## config.mk

```make
export PLATFORM = sky130hd
export DESIGN_NAME = op_unit_arbiter
export DESIGN_NICKNAME = d
export VERILOG_FILES = /design/src/rtl/op_unit_arbiter.sv
export SDC_FILE = /design/constraint.sdc
export NUM_CORES = 1
export LEC_CHECK = 0
export CAP_MARGIN = 20
export CORE_MARGIN = 2
export CORE_UTILIZATION = 41
export DETAILED_ROUTE_END_ITERATION = 8
export PLACE_DENSITY = 0.88
export SETUP_SLACK_MARGIN = 0.3
export SLEW_MARGIN = 20
export SYNTH_ARGS = -nofsm -noshare
export SYNTH_HDL_FRONTEND = slang
export SYNTH_SLANG_ARGS = --single-unit
```

## constraint.sdc

```tcl
create_clock -name clk -period 2.1 [get_ports clk]
set_input_delay 0.42 -clock clk [delete_from_list [all_inputs] [get_ports clk]]
set_output_delay 0.42 -clock clk [all_outputs]
set_load 0.01 [all_outputs]
```

## src/rtl/op_unit_arbiter.sv

```systemverilog
// rtl/op_unit_arbiter.sv - round-robin arbiter/sequencer sharing one registered op unit
// Optional feature: OP_ARB_LOCK_EN adds the lock input (re-grant the last winner).
module op_unit_arbiter #(
    parameter int N_REQ    = 4,
    parameter int WIDTH    = 8,
    parameter int OPW      = 3,
    parameter int UNIT_LAT = 1
) (
    input  logic                   clk,
    input  logic                   rst_n,
    input  logic [N_REQ-1:0]       req,
    input  logic [N_REQ*OPW-1:0]   req_op,
    input  logic [N_REQ*WIDTH-1:0] req_data,
`ifdef OP_ARB_LOCK_EN
    input  logic [N_REQ-1:0]       lock,
`endif
    output logic [N_REQ-1:0]       gnt,
    output logic [N_REQ-1:0]       rsp_valid,
    output logic [WIDTH-1:0]       rsp_data,
    output logic                   busy,
    output logic [WIDTH-1:0]       unit_in,
    output logic [OPW-1:0]         unit_op,
    input  logic [WIDTH-1:0]       unit_out
);
    localparam int IW = $clog2(N_REQ);
    localparam int CW = $clog2(UNIT_LAT) + 1;

    typedef enum logic [1:0] {S_IDLE, S_ISSUE, S_WAIT, S_RESP} state_t;

    state_t           state_q, state_d;
    logic [IW-1:0]    w_q, w_d, last_q, last_d, win, cand;
    logic [CW-1:0]    cnt_q, cnt_d;
    logic [N_REQ-1:0] gnt_q, gnt_d, rsp_valid_q, rsp_valid_d;
    logic [WIDTH-1:0] unit_in_q, unit_in_d, rsp_data_q, rsp_data_d;
    logic [OPW-1:0]   unit_op_q, unit_op_d;
    logic             busy_q, busy_d, found;
`ifdef OP_ARB_LOCK_EN
    logic             lock_hold_q, lock_hold_d;
`endif

    // Search upward from last+1, wrapping; last itself is checked last.
    always_comb begin
        win   = last_q;
        cand  = last_q;
        found = 1'b0;
        for (int i = 1; i <= N_REQ; i++) begin
            cand = IW'((int'(last_q) + i) % N_REQ);
            if (!found && req[cand]) begin
                found = 1'b1;
                win   = cand;
            end
        end
`ifdef OP_ARB_LOCK_EN
        if (lock_hold_q && req[w_q]) begin
            win = w_q;
        end
`endif
    end

    always_comb begin
        state_d     = state_q;
        w_d         = w_q;
        last_d      = last_q;
        cnt_d       = cnt_q;
        gnt_d       = '0;
        rsp_valid_d = '0;
        unit_in_d   = unit_in_q;
        unit_op_d   = unit_op_q;
        rsp_data_d  = rsp_data_q;
`ifdef OP_ARB_LOCK_EN
        lock_hold_d = lock_hold_q;
`endif
        case (state_q)
            S_IDLE: begin
                if (|req) begin
                    w_d       = win;
                    last_d    = win;
                    unit_in_d = req_data[int'(win)*WIDTH +: WIDTH];
                    unit_op_d = req_op[int'(win)*OPW +: OPW];
                    gnt_d     = N_REQ'(1) << win;
                    state_d   = S_ISSUE;
`ifdef OP_ARB_LOCK_EN
                    lock_hold_d = 1'b0;
`endif
                end
            end
            S_ISSUE: begin
                cnt_d   = CW'(UNIT_LAT - 1);
                state_d = S_WAIT;
            end
            S_WAIT: begin
                if (cnt_q == '0) begin
                    rsp_data_d  = unit_out;
                    rsp_valid_d = N_REQ'(1) << w_q;
                    state_d     = S_RESP;
                end else begin
                    cnt_d = cnt_q - CW'(1);
                end
            end
            S_RESP: begin
                state_d = S_IDLE;
`ifdef OP_ARB_LOCK_EN
                lock_hold_d = lock[w_q];
`endif
            end
            default: state_d = S_IDLE;
        endcase
        busy_d = (state_d != S_IDLE);
    end

    always_ff @(posedge clk or negedge rst_n) begin
        if (!rst_n) begin
            state_q     <= S_IDLE;
            w_q         <= '0;
            last_q      <= IW'(N_REQ - 1);
            cnt_q       <= '0;
            gnt_q       <= '0;
            rsp_valid_q <= '0;
            unit_in_q   <= '0;
            unit_op_q   <= '0;
            rsp_data_q  <= '0;
            busy_q      <= 1'b0;
`ifdef OP_ARB_LOCK_EN
            lock_hold_q <= 1'b0;
`endif
        end else begin
            state_q     <= state_d;
            w_q         <= w_d;
            last_q      <= last_d;
            cnt_q       <= cnt_d;
            gnt_q       <= gnt_d;
            rsp_valid_q <= rsp_valid_d;
            unit_in_q   <= unit_in_d;
            unit_op_q   <= unit_op_d;
            rsp_data_q  <= rsp_data_d;
            busy_q      <= busy_d;
`ifdef OP_ARB_LOCK_EN
            lock_hold_q <= lock_hold_d;
`endif
        end
    end

    assign gnt       = gnt_q;
    assign rsp_valid = rsp_valid_q;
    assign rsp_data  = rsp_data_q;
    assign busy      = busy_q;
    assign unit_in   = unit_in_q;
    assign unit_op   = unit_op_q;
endmodule

```

==> flow_summary.json, run 1 <==
{
  "wl_um": 5094,
  "period_needed_ps": 1826,
  "rsz0062_at_grt": "yes",
  "cts.sinks": 34,
  "io_buffers": 85,
  "cts_inserted_buffers": 5,
  "dp_hpwl_um": 3353,
  "crit_chain": "or2b_1 > a21o_4 > and3_4 > buf_6 > mux2i_1 > a211oi_2",
  "synth_ff_type": "dfrtp_1",
  "slowest_delay_ps": 570,
  "fillers": 323,
  "die_area_um2": 5002,
  "vias_per_cell": 5.281,
  "seq_area_um2": 853.3,
  "grt_max_degree": 35,
  "die_w_um": 70.73,
  "ys.warnings.count": 0,
  "netlist_area_um2": 1826,
  "synthTopCellsByArea": "dfrtp_1 (44%), a211oi_2 (12%), mux2i_1 (6.0%)",
  "grt.overflow.total": 0,
  "worstPathArrival_ps": 1980,
  "worstMarginPinSlew_ps": 720.4,
  "crit_slowest_cell": "dfstp_2",
  "ys_seq_elements": 34,
  "cts_hold_buffers": 0,
  "ir_drop_v": 0.0006823,
  "period_share": 0.8695,
  "power_mw": 4.090,
  "coreArea_um2": 4324,
  "die_y_um": 70.73,
  "path_buf_inv": 1,
  "insertion_delay_ps": 280,
  "end_kind": "flip-flop",
  "dr.first_iter.drc_count": 79,
  "timing.final.ws_setup_ps": 274.1,
  "clockRootBuffer": "clkbuf_8",
  "tns_ps": 0,
  "synth_edf_count": 0,
  "synth_most_common_cell": "dfrtp_1",
  "power_density_nw_per_um2": 1324,
  "final_nets": 332,
  "start_util": 0.4222,
  "route.detailed.drc": 0,
  "cp-start-kind": "flip-flop",
  "report.final.slew_viol_count": 0,
  "grt_pass1_wl_um": 8411,
  "outcome": "finished, final reports clean",
  "multi_input_area_um2": 974.7,
  "async_reset_ff_frac": 1.000,
  "holdWs_ps": 189.3,
  "avgSynthCellArea_um2": 11.13,
  "synth.top_cell.area_share": 0.4387,
  "yosysSeqAreaShare": 0.4674,
  "fmax_mhz": 547.7,
  "dr.pass1.iters": 4,
  "io_pins": 86,
  "routedWlPerCell_um": 15.72,
  "clockBufferDepth": 2,
  "ant_nets": 0,
  "skew_ps": 3.183,
  "synth_cell_type_count": 35,
  "yosys-top-cells-count": "dfrtp_1 (32), nor2_1 (18), a211oi_2 (17), inv_1 (13), a31oi_1 (12)",
  "place.gp.congestion": 0.8041,
  "syn_inst": 164,
  "setup_viol_count_final": 0,
  "area_growth_pct": 69.29,
  "yosysTopAreaCell": "dfrtp_1",
  "p_leak_nw": 1.308,
  "worstSetupPathType": "reg -> reg",
  "cts_tree": "built",
  "grt_pass1_vias": 1722,
  "antenna_cells": 0,
  "critPathTopFamily": "flip-flops",
  "required_ps": 2250,
  "rows": 24,
  "place_ws_ps": -380.4,
  "track_usage": 0.2137,
  "hold_path_class": "in -> async",
  "cts.clk_slew.worst_paths_ps": 70,
  "finalHoldViolations": 0,
  "antenna_found_initial": 0,
  "vias": 1711,
  "cap_violations": 0,
  "synthesis.nets": 225,
  "critPathMaxFanout": 4,
  "max_slew_margin": 0.5198,
  "cts_max_level": 2,
  "drive_gt1_frac": 0.2868
}
[power breakdown]
group	switching, mW	total [mW]	internal [mW]	leakage, nW
Combinational	1.11	2.37	1.26	0.848
Clock	0.227	0.576	0.349	0.0579
Sequential	0.171	1.14	0.974	0.402
Total	1.50	4.09	2.59	1.31
[registers in the layout, indices dropped and copies added, names as in the netlist]
signal and cells:
last_q 2, state_q 2, unit_in 8, unit_op 3, rsp_valid 4, gnt 4, busy 1, rsp_data 8
w_q 2
[through the flow]
stage | std cells | area (µm²) | util
2_1_floorplan | 164 | 1826 | -
3_3_place_gp | 306 | 2775 | 0.6418
3_5_place_dp | 306 | 2775 | 0.6418
4_1_cts | 323 | 3035 | 0.7020
5_1_grt | 324 | 3090 | 0.7147
6_report | 324 | 3090 | 0.7147
[per-layer routing]
metal | wire, µm | up-vias | track usage
met5 | 0 | - | 0
li1 | - | 803 | -
met3 | 297 | 2 | 0.04558
met4 | 34 | 0 | 0.06289
met1 | 2076 | 842 | 0.2774
met2 | 2686 | 64 | 0.3603
[what timing repair did]
| item | 4_1_cts | 5_1_grt |
|---|---|---|
| pin swaps | 22 | 11 |
| hold endpoints to repair | 0 | 0 |
| cloned | 3 | 0 |
| endpoints found under the setup margin | 15 | 12 |
| gates resized for setup | 20 | 9 |
| buffers inserted | 6 | 1 |
[cells by family (layout without fill, tap and decap cells)]
group,after synthesis,after routing,synth area share
simple gates,44,47,0.1316
compound gates,40,40,0.1995
flops,34,34,0.4674
buf+inv,24,129,0.07128
mux,19,19,0.1097
fa+ha+maj,3,3,0.02056
[final timing paths]
check	from	to	slack [ps]	depth (start not counted)
max	last_q[0]$_DFFE_PN1P_	unit_in[0]$_DFFE_PN0P_	270	6
min	rst_n	rsp_data[7]$_DFFE_PN0P_	190	1
max reg2reg	last_q[0]$_DFFE_PN1P_	unit_in[0]$_DFFE_PN0P_	270	6
min reg2reg	w_q[1]$_DFFE_PN0P_	rsp_valid[0]$_DFF_PN0_	500	1
max in group asynchronous	rst_n	unit_op[2]$_DFFE_PN0P_	1440	1
min in group clk	w_q[1]$_DFFE_PN0P_	rsp_valid[0]$_DFF_PN0_	500	1
[layout by cell type, fill, tap and decap left out, drive strengths merged, types with 3 or more instances in the layout]
cell	n
inv	13
nor2	18
clkdlybuf4s50	80
buf	24
mux2	8
dlygate4sd2	3
a211oi	22
mux2i	11
nand2	7
ha	3
and3	5
a31oi	12
clkbuf	5
dfrtp	32
[cell type report]
type | instances | area share
sequential | 34 | 0.2761
tap | 52 | 0.02105
clock inverter | 3 | 0.01296
inverter | 13 | 0.01579
clock buffer | 5 | 0.02227
timing repair buffer | 108 | 0.3364
multi-input combinational | 109 | 0.3154
[worst reg2reg max path, cell delays in order (launching register included)]
cell	delay, ps
dfstp_2	570
or2b_1	250
a21o_4	240
and3_4	180
buf_6	130
mux2i_1	220
a211oi_2	110
No activity file was read; power rests on OpenSTA's default activity.
==> run 2: changes to the inputs <==
PLACE_DENSITY = 0.8   (was 0.88)
==> flow_summary.json, run 2 (synthesized netlist as in run 1, its figures left out) <==
{
  "crit_chain": "or2b_1 > a21o_1 > buf_6 > and3_4 > a211oi_4 > a211oi_2",
  "dp_hpwl_um": 3525,
  "r2r_cells": 6,
  "cp-start-kind": "flip-flop",
  "coreArea_um2": 4324,
  "route.detailed.drc": 0,
  "routedWlPerCell_um": 18.39,
  "final_common_cell": "clkdlybuf4s50_1",
  "slowest_delay_ps": 560,
  "ant_nets": 0,
  "die_area_um2": 5002,
  "grt_most_used_layer": "met2",
  "r2r_start": "last_q[0]$_DFFE_PN1P_",
  "period_needed_ps": 1862,
  "grt_pass1_wl_um": 8976,
  "outcome": "finished, final reports clean",
  "cts_tree": "built",
  "cts.clk_slew.worst_paths_ps": 60,
  "vias": 1785,
  "p_leak_nw": 1.310,
  "rr_endpoint": "unit_in[2]$_DFFE_PN0P_",
  "worstPathArrival_ps": 2010,
  "grt_max_degree": 35,
  "cts_max_level": 2,
  "met1_usage": 0.2731,
  "io_pins": 86,
  "period_share": 0.8865,
  "cts_inserted_buffers": 5,
  "power_density_nw_per_um2": 1340,
  "fmax_mhz": 537.2,
  "final_nets": 332,
  "power_mw": 4.280,
  "antenna_found_initial": 0,
  "fillers": 301,
  "skew_ps": 3.306,
  "ir_drop_v": 0.001038,
  "area_growth_pct": 74.98,
  "wl_um": 5958,
  "final_cell_mix": "clkdlybuf4s50_1 (80), dfrtp_1 (32), nor2_1 (17), a211oi_2 (15), buf_4 (14)",
  "track_usage": 0.2356,
  "rows": 24,
  "end_kind": "flip-flop",
  "grt.overflow.total": 0,
  "fin_util": 0.7387,
  "drive_gt1_frac": 0.3015,
  "antenna_cells": 0,
  "report.final.slew_viol_count": 0,
  "grt_pass1_vias": 1795,
  "die_w_um": 70.73,
  "clockBufferDepth": 2,
  "dr.pass1.iters": 4,
  "finalHoldViolations": 0,
  "hold_path_class": "in -> async",
  "reg2reg_slack_ps": 240,
  "required_ps": 2250,
  "worstMarginPinSlew_ps": 732.6,
  "critPathMaxFanout": 6,
  "start_util": 0.4222,
  "place.gp.congestion": 0.7327,
  "clockRootBuffer": "clkbuf_8",
  "setup_viol_count_final": 0,
  "holdWs_ps": 187.4,
  "use_met3": 0.05983,
  "cap_violations": 0,
  "cts.sinks": 34,
  "rsz0062_at_grt": "yes",
  "dr.first_iter.drc_count": 114,
  "critical_path.startpoint": "last_q[0]$_DFFE_PN1P_",
  "max_slew_margin": 0.5116,
  "io_buffers": 85,
  "worstSetupPathType": "reg -> reg",
  "crit_slowest_cell": "dfstp_2",
  "vias_per_cell": 5.509,
  "die_y_um": 70.73,
  "critPathCapture": "unit_in[2]$_DFFE_PN0P_",
  "insertion_delay_ps": 290,
  "grt.met2_usage": 0.4102
}
-- run 2: power breakdown --
group | leakage (nW) | total (mW) | switching, mW | internal (mW)
logic | 0.862 | 2.63 | 1.25 | 1.38
clock network | 0.0455 | 0.492 | 0.225 | 0.267
registers | 0.402 | 1.16 | 0.186 | 0.974
total | 1.31 | 4.28 | 1.66 | 2.62
-- run 2: worst min path at each step --
| stage | start | endpoint | slack [ps] | depth (start not counted) |
|---|---|---|---|---|
| after detailed placement | w_q[0]$_DFFE_PN0P_ | rsp_valid[0]$_DFF_PN0_ | 490 | 1 |
| after floorplan | rst_n | busy$_DFF_PN0_ | 120 | 0 |
| after global placement | w_q[0]$_DFFE_PN0P_ | rsp_valid[2]$_DFF_PN0_ | 470 | 1 |
| after CTS | rst_n | rsp_data[5]$_DFFE_PN0P_ | 210 | 1 |
| after global routing | rst_n | rsp_data[6]$_DFFE_PN0P_ | 240 | 1 |
| final | rst_n | rsp_data[5]$_DFFE_PN0P_ | 190 | 1 |
-- run 2: cell type report --
class	instances	area (µm²)	area share
Tap cell	52	65.06	0.02037
Timing Repair Buffer	108	1077	0.3372
Sequential cell	34	853.3	0.2671
Clock buffer	8	90.09	0.02820
Multi-Input combinational cell	109	1060	0.3318
Inverter	13	48.80	0.01528
-- run 2: critical path: cells and delay by family (launching register included) --
family	cells	cell delay, ps
buffers and inverters	1	140
AND/OR/NAND/NOR	2	440
AO/OA/AOI/OAI	3	590
flip-flops	1	560
-- run 2: repair_timing --
item                       CTS  global route
pin swaps                   17             7
hold buffers                 0             0
resized for setup           28            13
gates cloned                 3             0
setup endpoints to repair   16            12
setup buffers                5             3
-- run 2: metrics by stage --
stage | cells | worst slack [ps] | instance area, µm² | TNS [ps]
CTS | 321 | 310.2 | 3080 | 0
global route | 324 | 202.4 | 3194 | 0
detailed placement | 305 | -540.6 | 2768 | -5763
finish | 324 | 238.4 | 3194 | 0
global placement | 305 | -379.5 | 2768 | -4349
floorplan | 164 | 324.7 | 1826 | 0
-- run 2: layer usage --
metal  vias to the layer above  part of all wire
li1                        799                 -
met1                       874              0.39
met2                        92              0.51
met3                        20             0.064
met4                         0             0.038
met5                         -                 0
==> patch (settings of run 2) <==
The option `OP_ARB_LOCK_EN` is turned on by a define.
--- a/src/rtl/op_unit_arbiter.sv
+++ b/src/rtl/op_unit_arbiter.sv
@@ -1,5 +1,7 @@
 // rtl/op_unit_arbiter.sv - round-robin arbiter/sequencer sharing one registered op unit
 // Optional feature: OP_ARB_LOCK_EN adds the lock input (re-grant the last winner).
+`define OP_ARB_LOCK_EN
+
 module op_unit_arbiter #(
     parameter int N_REQ    = 4,
     parameter int WIDTH    = 8,
Ports: changed (added lock); port bits go from 86 to 90. The function was not compared with the original's and may differ.
==> patch against run 2 <==
The flow now finishes with violations (negative setup slack). Sequential share of layout area is 1.4 points higher. Die area shrank 0.33%. Total power grew 6.6%. Count of clock-buffer cells in the layout decreased by 3. Sequential cell count grew 1. Largest cell class unchanged. Synthesized area shrank 0.34%. Via count down 8.2%. Cell area is 2.3% lower. Clock skew about the same. Routed wire length is 15% lower. Setup slack lost 0.44 ns.
==> patch: results (changes against run 2) <==
[placed_design]
placed_cell_area_um2=2850  ; was 2770 um^2
numPortBuffers=89  ; was 85
post-dp-hpwl_um=3370  ; was 3530 um
place.gp.congestion=0.835  ; was 0.733
post-place-cells=298  ; was 305

[routing]
totalWireLength_um=5080  ; was 5960 um
via_per_inst=5.25  ; was 5.51
initialDrtViolationCount=64  ; was 114
drt_pass1_iterations=4  ; unchanged

[timing]
worstMarginPinSlew_ns=0.781  ; was 0.733 ns
setup_violations=11  ; was 0
setup_ws_ns=-0.202  ; was 0.238 ns
fin_worst_skew_ns=0.00309  ; was 0.00331 ns

[global_route]
antenna_found_initial=0  ; unchanged
groute.usage.overall_pct=19.4  ; was 23.6%
grt_pass1_vias=1700  ; was 1795
grt_max_degree=36  ; was 35
grt_pass1_wl_um=7640  ; was 8980 um

[worst_hold_path]
hp-class=primary input to async pin  ; unchanged

[cells_and_area]
finalNonFillerCells=312  ; was 324
drive_gt1_share_pct=24.6  ; was 30.1%
layout.nets=325  ; was 332
num_antenna_cells=0  ; unchanged
nFillCells=300  ; was 301

[power]
leakage_nw=1.33  ; was 1.31 nW
peakVddDrop_uv=981  ; was 1040 uV
intPower_mw=2.93  ; was 2.62 mW

[synthesis]
synth_top_cells_by_count=33 x dfrtp_1, 23 x mux2i_1, 19 x nand2_1, 9 x nor2_1, 8 x mux2_2  ; was 32 x dfrtp_1, 18 x nor2_1, 17 x a211oi_2, 13 x inv_1, 12 x a31oi_1
synth.avg_cell_area_um2=12.0  ; was 11.1 um^2
synth_nets=218  ; was 225
ys_seq_area_share_pct=48.3  ; was 46.7%
ys_types=33  ; was 35
synthTopCellsByArea=dfrtp_1 45%, mux2i_1 13%, o221ai_2 5.8%  ; was dfrtp_1 44%, a211oi_2 12%, mux2i_1 6.0%
synth_async_sr_flop_share_pct=100  ; unchanged
ys_warn_count=0  ; unchanged

[outcome]
violations=negative setup slack
status=complete, but fails checks  ; was complete, no violations

[clock_tree]
cts_root_buf=clkbuf_8  ; unchanged
clock_path_buffers=2  ; unchanged
clkTransAtPathRegs_ns=0.08  ; was 0.06 ns
htreeDepth=2  ; unchanged
clock_latency_ns=0.29  ; about the same
cts_buffers=5  ; unchanged

[worst_setup_path]
critPathArrivalTime_ns=2.46  ; was 2.01 ns
cp_max_fo=8  ; was 6

## patch: changes by cell type after synthesis, sizes merged, moves of 3 or more
cell and delta:
a31oi -10, nor2 -9, o221ai +11, a211oi -22, o21ai +3, nand2 +12
mux2i +12, and3 -3, inv -8
## patch: path summary, 6_finish.rpt
kind	start	cells after the start	endpoint	slack (ns)
hold reg to reg	unit_in[7]	2	unit_in[7]	0.49
hold / removal	rst_n	1	unit_op[1]	0.20
setup / recovery	w_q[1]	7	unit_op[0]	-0.20
setup reg to reg	w_q[1]	7	unit_op[0]	-0.20
min in group clk	unit_in[7]	2	unit_in[7]	0.49
max in group asynchronous	rst_n	1	rsp_data[7]	1.41
## patch: worst max-delay path: stages (launching register included)
cell and delay [ns]:
dfrtp_1 0.39, mux4_2 0.56, and2_4 0.18, o41ai_4 0.25, buf_4 0.21, clkbuf_16 0.17
mux2i_2 0.28, o221ai_2 0.14
## patch: what timing repair did
action	in CTS	in global routing
buffers inserted	5	0
endpoints found under the setup margin	19	18
pin swaps	1	1
resized for setup	13	13
cloned	0	1
## patch: power by group through the flow
| stage | combinational, mW | sequential [mW] | clock (mW) |
|---|---|---|---|
| after global placement | 2.29 | 1.18 | 0 |
| final | 2.76 | 1.17 | 0.630 |
| after CTS | 2.51 | 1.18 | 0.637 |
| after global routing | 2.97 | 1.21 | 0.665 |
| after floorplan | 1.31 | 1.28 | 0 |
| after detailed placement | 2.34 | 1.18 | 0 |
## patch: layout make-up
class,count,area share (%)
clock inverters,3,1.52
repair buffers,109,35.2
inverters,5,0.601
clock buffers,5,2.21
well taps,52,2.09
multi-input cells,103,30.3
flip-flops and latches,35,28.1
## patch: per-layer routing
layer	wire [um]	share of wire, %	track usage (%)
met4	70	1.4	5.03
met2	2670	52	33.9
met3	393	7.7	6.70
met5	0	0	0
met1	1950	38	23.0
## patch: cells by family after synthesis
group	after synthesis	synth area share [%]
AO/OA/AOI/OAI	24	12.5
adder cells (fa/ha/maj)	4	2.75
buffers and inverters	14	5.36
flip-flops	35	48.3
multiplexers	33	20.1
AND/OR/NAND/NOR	42	11.0
## patch: through the flow
step                worst slack (ns)  TNS (ns)  util (%)
global route                  -0.247     -2.09      72.2
finish                        -0.202     -1.29      72.2
floorplan                     0.0192         0         -
CTS                          -0.0835    -0.732      70.0
detailed placement            -0.488     -6.22      65.8
global placement              -0.440     -5.67      65.8
